## src/rtl/gfm_pkg.sv

```systemverilog
// Shared types and constants for the GF(2) MAC column sequencer.
// Select codes are the mode encodings understood by every cell in the column.
package gfm_pkg;

  typedef enum logic [2:0] {
    ST_IDLE,
    ST_LOAD,
    ST_MAC,
    ST_DRAIN,
    ST_DONE
  } gfm_seq_state_t;

  localparam logic [1:0] GFM_SEL_HOLD = 2'b00;
  localparam logic [1:0] GFM_SEL_MAC  = 2'b10;
  localparam logic [1:0] GFM_SEL_LOAD = 2'b11;

  localparam int GFM_CNT_W = 8;

endpackage

```

## src/rtl/gfm_beat_cnt.sv

```systemverilog
// Saturating 8-bit beat counter with a terminal flag that fires on the beat
// that completes `limit` beats, so a phase can exit on that same edge.
module gfm_beat_cnt
  import gfm_pkg::*;
(
  input  logic                 clk,
  input  logic                 reset_n,
  input  logic                 clr,
  input  logic                 inc,
  input  logic [GFM_CNT_W-1:0] limit,
  output logic                 term
);

  logic [GFM_CNT_W-1:0] cnt;
  logic [GFM_CNT_W:0]   cnt_inc;

  // One extra bit keeps the compare exact when limit is 255.
  assign cnt_inc = {1'b0, cnt} + {{GFM_CNT_W{1'b0}}, 1'b1};
  assign term    = inc & (cnt_inc == {1'b0, limit});

  always_ff @(posedge clk or negedge reset_n) begin
    if (!reset_n) begin
      cnt <= '0;
    end else if (clr) begin
      cnt <= '0;
    end else if (inc && (cnt != {GFM_CNT_W{1'b1}})) begin
      cnt <= cnt_inc[GFM_CNT_W-1:0];
    end
  end

endmodule

```

## src/rtl/gfm_seq_ctrl.sv

```systemverilog
// Job sequencer for a column of GF(2) multiply-accumulate cells: LOAD, MAC, DRAIN.
// state | meaning
// IDLE  | waiting for start; array held
// LOAD  | shift ROWS operand words in from the top
// MAC   | XOR-accumulate cfg_k side words into every cell
// DRAIN | shift ROWS results out of the bottom cell, zeros in at the top
// DONE  | one-cycle completion pulse
module gfm_seq_ctrl
  import gfm_pkg::*;
#(
  parameter int N    = 32,
  parameter int ROWS = 32
) (
  input  logic         clk,
  input  logic         reset_n,
  input  logic         start,
  input  logic         abort,
  input  logic [7:0]   cfg_k,
  output logic         busy,
  output logic         done,
  input  logic         ld_valid,
  output logic         ld_ready,
  input  logic [N-1:0] ld_data,
  input  logic         sd_valid,
  output logic         sd_ready,
  input  logic [N-1:0] sd_data,
  output logic         rd_valid,
  input  logic         rd_ready,
  output logic [N-1:0] rd_data,
  output logic         arr_en,
  output logic [1:0]   arr_sel,
  output logic [N-1:0] arr_top,
  output logic [N-1:0] arr_side,
  input  logic [N-1:0] arr_bottom
);

  localparam logic [GFM_CNT_W-1:0] ROWS_LIM = ROWS[GFM_CNT_W-1:0];

  gfm_seq_state_t       state, state_nxt;
  logic [GFM_CNT_W-1:0] k_lim;
  logic                 ld_beat, sd_beat, rd_beat;
  logic                 row_clr, row_term, k_clr, k_term;
  logic                 accept;

  assign accept  = (state == ST_IDLE) & start & ~abort;
  assign ld_beat = ld_valid & ld_ready;
  assign sd_beat = sd_valid & sd_ready;
  assign rd_beat = rd_valid & rd_ready;

  // The row counter is shared by LOAD and DRAIN; clearing on its own terminal
  // beat lets LOAD hand over straight to DRAIN when cfg_k is zero.
  assign row_clr = abort | row_term | (state == ST_IDLE) | (state == ST_MAC) | (state == ST_DONE);
  assign k_clr   = abort | k_term | (state != ST_MAC);

  gfm_beat_cnt u_row_cnt (
    .clk     (clk),
    .reset_n (reset_n),
    .clr     (row_clr),
    .inc     (ld_beat | rd_beat),
    .limit   (ROWS_LIM),
    .term    (row_term)
  );

  gfm_beat_cnt u_k_cnt (
    .clk     (clk),
    .reset_n (reset_n),
    .clr     (k_clr),
    .inc     (sd_beat),
    .limit   (k_lim),
    .term    (k_term)
  );

  always_ff @(posedge clk or negedge reset_n) begin
    if (!reset_n) begin
      state <= ST_IDLE;
      k_lim <= '0;
    end else begin
      state <= state_nxt;
      if (accept) k_lim <= cfg_k;
    end
  end

  always_comb begin
    state_nxt = state;
    if (abort && (state != ST_IDLE)) begin
      state_nxt = ST_IDLE;
    end else begin
      unique case (state)
        ST_IDLE:  if (accept) state_nxt = ST_LOAD;
        ST_LOAD:  if (row_term) state_nxt = (k_lim == '0) ? ST_DRAIN : ST_MAC;
        ST_MAC:   if (k_term) state_nxt = ST_DRAIN;
        ST_DRAIN: if (row_term) state_nxt = ST_DONE;
        ST_DONE:  state_nxt = ST_IDLE;
        default:  state_nxt = ST_IDLE;
      endcase
    end
  end

  // Abort silences every handshake in its cycle so no beat is half-accepted.
  always_comb begin
    busy     = 1'b0;
    done     = 1'b0;
    ld_ready = 1'b0;
    sd_ready = 1'b0;
    rd_valid = 1'b0;
    rd_data  = '0;
    arr_en   = 1'b0;
    arr_sel  = GFM_SEL_HOLD;
    arr_top  = '0;
    arr_side = '0;
    unique case (state)
      ST_LOAD: begin
        busy = 1'b1;
        if (!abort) begin
          ld_ready = 1'b1;
          arr_top  = ld_data;
          arr_en   = ld_valid;
        end
      end
      ST_MAC: begin
        busy = 1'b1;
        if (!abort) begin
          sd_ready = 1'b1;
          arr_side = sd_data;
          arr_en   = sd_valid;
        end
      end
      ST_DRAIN: begin
        busy = 1'b1;
        if (!abort) begin
          rd_valid = 1'b1;
          rd_data  = arr_bottom;
          arr_en   = rd_ready;
        end
      end
      ST_DONE: done = ~abort;
      default: ;
    endcase
    if (arr_en) arr_sel = (state == ST_MAC) ? GFM_SEL_MAC : GFM_SEL_LOAD;
  end

endmodule

```

## config.mk

```make
export PLATFORM = sky130hd
export DESIGN_NAME = gfm_seq_ctrl
export DESIGN_NICKNAME = d
export VERILOG_FILES = /design/src/rtl/gfm_pkg.sv /design/src/rtl/gfm_beat_cnt.sv /design/src/rtl/gfm_seq_ctrl.sv
export SDC_FILE = /design/constraint.sdc
export NUM_CORES = 1
export LEC_CHECK = 0
export CAP_MARGIN = 0
export CORE_MARGIN = 1.5
export CORE_UTILIZATION = 28
export CTS_BUF_LIST = sky130_fd_sc_hd__clkbuf_16
export DETAILED_ROUTE_END_ITERATION = 8
export PLACE_DENSITY = 0.84
export SKIP_CTS_REPAIR_TIMING = 1
export SLEW_MARGIN = 25
export SYNTH_ARGS = -nofsm -noshare
export SYNTH_HDL_FRONTEND = slang
export SYNTH_SLANG_ARGS = --single-unit
```

## constraint.sdc

```tcl
create_clock -name clk -period 1.85 [get_ports clk]
set_input_delay 0.185 -clock clk [delete_from_list [all_inputs] [get_ports clk]]
set_output_delay 0.185 -clock clk [all_outputs]
set_load 0.05 [all_outputs]
```

; After elaboration in Yosys (flattened, before gate mapping)
; Cells that the tools add are included.
[totals]
regBits = 27
in_bits = 111
out_inout_bits = 104
word_cells = 73
[op_classes]
addsub = 2
n_eq_ne = 13
n_mux = 29
bitwise = 15
n_reduce_logical = 10
[op_table]
columns = cell, n
row1 = $mux W32, 6
row2 = $mux W8, 4
row3 = $add A8 B1 Y9 const B, 2
row4 = $ne A8 B8 Y1 const B, 2
row5 = $mux W3, 5
row6 = $pmux W3 S4, 1
row7 = $mux W1, 11
row8 = $eq A9 B6 Y1 const B, 1
row9 = $eq A9 B8 Y1, 1
row10 = $ne A3 B2 Y1 const B, 3
row11 = $logic_not A8 Y1, 1
row12 = $and A1 B1 Y1, 7
row13 = $or A1 B1 Y1, 7
row14 = $eq A3 B2 Y1 const B, 2
row15 = $ne A3 B3 Y1 const B, 2
row16 = $reduce_and A4 Y1, 1
row17 = $reduce_bool A2 Y1, 2
row18 = $eq A3 B1 Y1 const B, 1
row19 = $eq A3 B3 Y1 const B, 1
row20 = $logic_and A1 B1 Y1, 3
row21 = $logic_not A3 Y1, 1
row22 = $pmux W1 S3, 1
row23 = $reduce_bool A3 Y1, 1
row24 = $reduce_or A3 Y1, 1
row25 = other kinds (2), 2

; Logic depth before layout (Yosys ltp)
[logic_depth]
depth_word = 10
ltp_mapped = 7
mapped_depth_nobuf = 7

; Modules after synthesis
; Synthesis repeated with hierarchy kept, for this count alone.
[hier_totals]
hier_cells = 306
area_unflattened_um2 = 2511.2
[modules_own_cells]
columns = mod, instances, cells_each, area_per_inst_um2, seq_area_each_um2
row1 = gfm_seq_ctrl, 1, 159, 1262.5, 275.3
row2 = gfm_beat_cnt at u_row_cnt, 1, 77, 629.4, 200.2
row3 = gfm_beat_cnt at u_k_cnt, 1, 70, 619.3, 200.2

; Worst setup path after synthesis
; OpenSTA, ideal clock, no wires.
[synth_timing]
kind = register to output
start = reg state[2]
end = out arr_sel[1]
arrival_ns = 2.359
required_time_ns = 1.665
setup_slack_ns = -0.694
path_stages_with_launch = 5
n_path_buf = 1
path_cell_list = dfrtp_1 or3b_4 nor2_1 a21o_1 buf_4
[synth_between]
elab_chain_len = 3
word_cells_on_any_way = 5
classes_between = eq/ne: 3 / mux: 2
[synth_lines]
columns = item, line_no
row1 = start: declaration, gfm_seq_ctrl.sv:39  ; gfm_seq_state_t state, state_nxt;
row2 = start signal: assignment, gfm_seq_ctrl.sv:78  ; state <= state_nxt;
row3 = $eq A3 B2 Y1 / $eq A3 B1 Y1 (equally long branches), gfm_seq_ctrl.sv:111  ; unique case (state)
row4 = $pmux W1 S3 *, gfm_seq_ctrl.sv:111
row5 = net arr_en, gfm_seq_ctrl.sv:30  ; output logic arr_en,
row6 = $mux W2 *, gfm_seq_ctrl.sv:139  ; if (arr_en) arr_sel = (state == ST_MAC) ? GFM_SEL_MAC : GFM_SEL_LOAD;
row7 = end: declaration, gfm_seq_ctrl.sv:31  ; output logic [1:0] arr_sel,
; The timed path passes the listed nets; every way through them passes the cells marked *.

; Final worst setup path
[layout_timing]
start = reg state[2]
end = out arr_top[20]
[layout_between]
elab_chain_len = 2
[layout_lines]
columns = item, line_no
row1 = $eq A3 B1 Y1, gfm_seq_ctrl.sv:111
row2 = $mux W32, gfm_seq_ctrl.sv:111
row3 = end: declaration, gfm_seq_ctrl.sv:32  ; output logic [N-1:0] arr_top,
; Every way passes these cells.

==> qor.yml <==
status: "finished, violations left"
violations: "setup timing"
hp-class: "in2async"
cp_cell_sequence: "or3b_4, nor2_4, clkbuf_16, and2_2, buf_12"
wl_um: 13000
io_buffers: 214
final.period_utilization_pct: 109
tightest_slew_ps: 474
rr_startpoint: "state[2]"
syn_area_um2: 2340
dieArea_um2: 8930
die_h_um: 94.5
syn2layout_area_growth_pct: 184
drtPass1Iterations: 4
cts_tree: "yes"
regArea_um2: 683
m1WireLength_um: 4640
syn_area_per_cell_um2: 8.53
antenna_found_initial: 0
cp.required_ps: 1660
hold_viol: 0
setup_viol: 113
fin_util_pct: 81.5
async_flop_share_pct: 100
synth_warnings: 0
dr_wl_met3_um: 836
reg2reg_slack_ps: -120
h-tree-depth: 1
max_stage_delay_ps: 440
die_x_um: 94.5
layout.nets: 645
gp_congestion: 0.867
synthFlopType: "dfrtp_1"
dp_hpwl_um: 9070
cp-end-kind: "output port"
grt_max_degree: 34
insertion_delay_ps: 270
timing.final.ws_setup_ps: -171
grt_pass1_wl_um: 15600
synth_top_area_share_pct: 28.8
skew_ps: 5.97
grtUsageTotal_pct: 22.6
power_density_nw_per_um2: 384
rsz0062_at_grt: "yes"
grt_pass1_vias: 2939
ys_ff_latch: 27
slowest_stage: "or3b_4"
cts.clk_slew.worst_paths_ps: 70
yosysSeqAreaShare_pct: 28.8
cts.path.max_buffers: 2
via_per_inst: 4.98
core_area_um2: 8180
synth_area_leader_cell: "dfrtp_1"
cap_violations: 0
ys_types: 46
fmax_ghz: 0.495
route.detailed.drc: 0
cp.buffers_inverters: 2
synthTopCellsByArea: "dfrtp_1 29%, and2_1 26%, xnor2_1 5.2%, mux2_2 4.3%, nor3_1 3.0%"
start_util_pct: 28.7
crit_family: "simple AND/OR/NAND/NOR gates"
grt_overflow: 0
p_leak_nw: 2.75
clkSinkCount: 27
io_pins: 215
crit_fanout: 16
total_power_mw: 2.56
synth-edff-count: 0
top_layer: "met4"
multi_input_area_um2: 2010
syn_nets: 388
cts-buffers-inserted: 3
crit_arrival_ps: 1840
rows: 33
start_kind: "flop"
finalSetupTns_ps: -10000
r2r-end: "u_row_cnt.cnt[6]"
r2r_cells: 7
synthCells: 275
vias: 3170
wl_per_cell_um: 20.4
slew_headroom_pct: 68.3
drive_gt1_share_pct: 58.6
period_minus_slack_ps: 2020
drt_iter0_drc: 100
slew_viol_final: 0
n_antenna_cell: 0
hold_slack_ps: 296
ant_nets: 0
ir_worst_vdd_mv: 0.636
clock-root-buffer: "clkbuf_16"
worstSetupPathType: "reg2out"
fillCellCount: 414
wl_met2_um: 7210
worst register-to-register path, delay by kind of cell, from the launching register on:
family,cells,cell delay (ps)
DFF,1,420
and+or+nand+nor,4,1090
AOI/OAI and AO/OA,1,70
buffers and inverters,2,270
sequential cells by signal, summed over array words and instances (netlist names):
signal / count
u_k_cnt.cnt: 8
state: 3
k_lim: 8
u_row_cnt.cnt: 8
cells by family (layout without fill, tap and decap cells):
| logic type | count (synthesis) | count (layout) | share of synthesized area, % |
|---|---|---|---|
| simple gates | 175 | 175 | 45.6 |
| buf+inv | 21 | 277 | 4.00 |
| xor+xnor | 20 | 20 | 7.47 |
| compound gates | 18 | 18 | 7.42 |
| fa+ha+maj | 2 | 2 | 1.07 |
| flops | 27 | 27 | 28.8 |
| mux | 12 | 12 | 5.60 |
stage by stage:
stage | setup WS [ps] | instances | cell area [um2]
after floorplan | -245 | 275 | 2440
after global placement | -172 | 609 | 5940
after detailed placement | -229 | 609 | 5940
after CTS | -192 | 613 | 6020
after global routing | -226 | 636 | 6660
final | -171 | 636 | 6660
worst max path at each step:
stage / startpoint / to / cells past startpoint
5_1_grt: state[2] / arr_top[20] / 5
3_5_place_dp: abort / u_row_cnt.cnt[4] / 6
6_report: state[2] / arr_top[20] / 5
2_1_floorplan: state[2] / arr_sel[1] / 4
3_3_place_gp: abort / u_row_cnt.cnt[0] / 6
4_1_cts: state[2] / arr_top[1] / 5
synthesized netlist by cell type (2+ instances only):
| master | instances |
|---|---|
| a31oi_1 | 2 |
| buf_2 | 3 |
| nor4b_1 | 3 |
| ha_1 | 2 |
| mux2_2 | 9 |
| nor4_1 | 2 |
| and3_1 | 6 |
| and2_1 | 96 |
| mux2i_1 | 3 |
| xnor2_1 | 14 |
| dfrtp_1 | 27 |
| a21oi_1 | 4 |
| nand3b_1 | 3 |
| o2111ai_1 | 2 |
| nor2_1 | 18 |
| nor3_1 | 14 |
| nand2_1 | 9 |
| inv_1 | 4 |
| nand3_1 | 7 |
| buf_4 | 3 |
| xor2_1 | 6 |
| o211ai_1 | 2 |
| and4_1 | 4 |
| clkbuf_1 | 10 |
layer usage:
layer  vias to the layer above  global-route usage, %
li1                       1437                      -
met1                      1546                   24.9
met2                       157                   43.2
met3                        30                   4.83
met4                         0                   6.09
met5                         -                      0
cell type report:
cell class / count / share of cell area (%)
inverters: 5 / 0.282
repair buffers: 268 / 56.2
flip-flops and latches: 27 / 10.3
well taps: 105 / 1.97
clock inverters: 1 / 0.0563
clock buffers: 3 / 1.13
multi-input cells: 227 / 30.1
report_power, final:
part / switching (mW) / total [mW] / leakage (nW) / internal, mW
registers: 0.0816 / 0.732 / 0.348 / 0.650
clock network: 0.215 / 0.506 / 0.0423 / 0.291
logic: 0.575 / 1.32 / 2.36 / 0.747
placed cells by master, fill, tap and decap left out, types with 3 or more instances in the layout:
cell	netlist	layout
and2_2	0	5
xnor2_1	14	12
and2_4	0	91
clkdlybuf4s50_1	0	109
xor2_1	6	6
dfrtp_2	0	6
nor2_1	18	12
clkbuf_16	0	6
buf_12	0	107
nor2_2	1	5
nor2_4	1	3
dfrtp_1	27	21
nand2_1	9	8
nor3_1	14	12
buf_6	0	15
nand3_1	7	7
buf_4	3	32
nand3b_1	3	3
mux2_2	9	8
inv_1	4	5
and3_1	6	4
(Power assumes the default switching activity.)
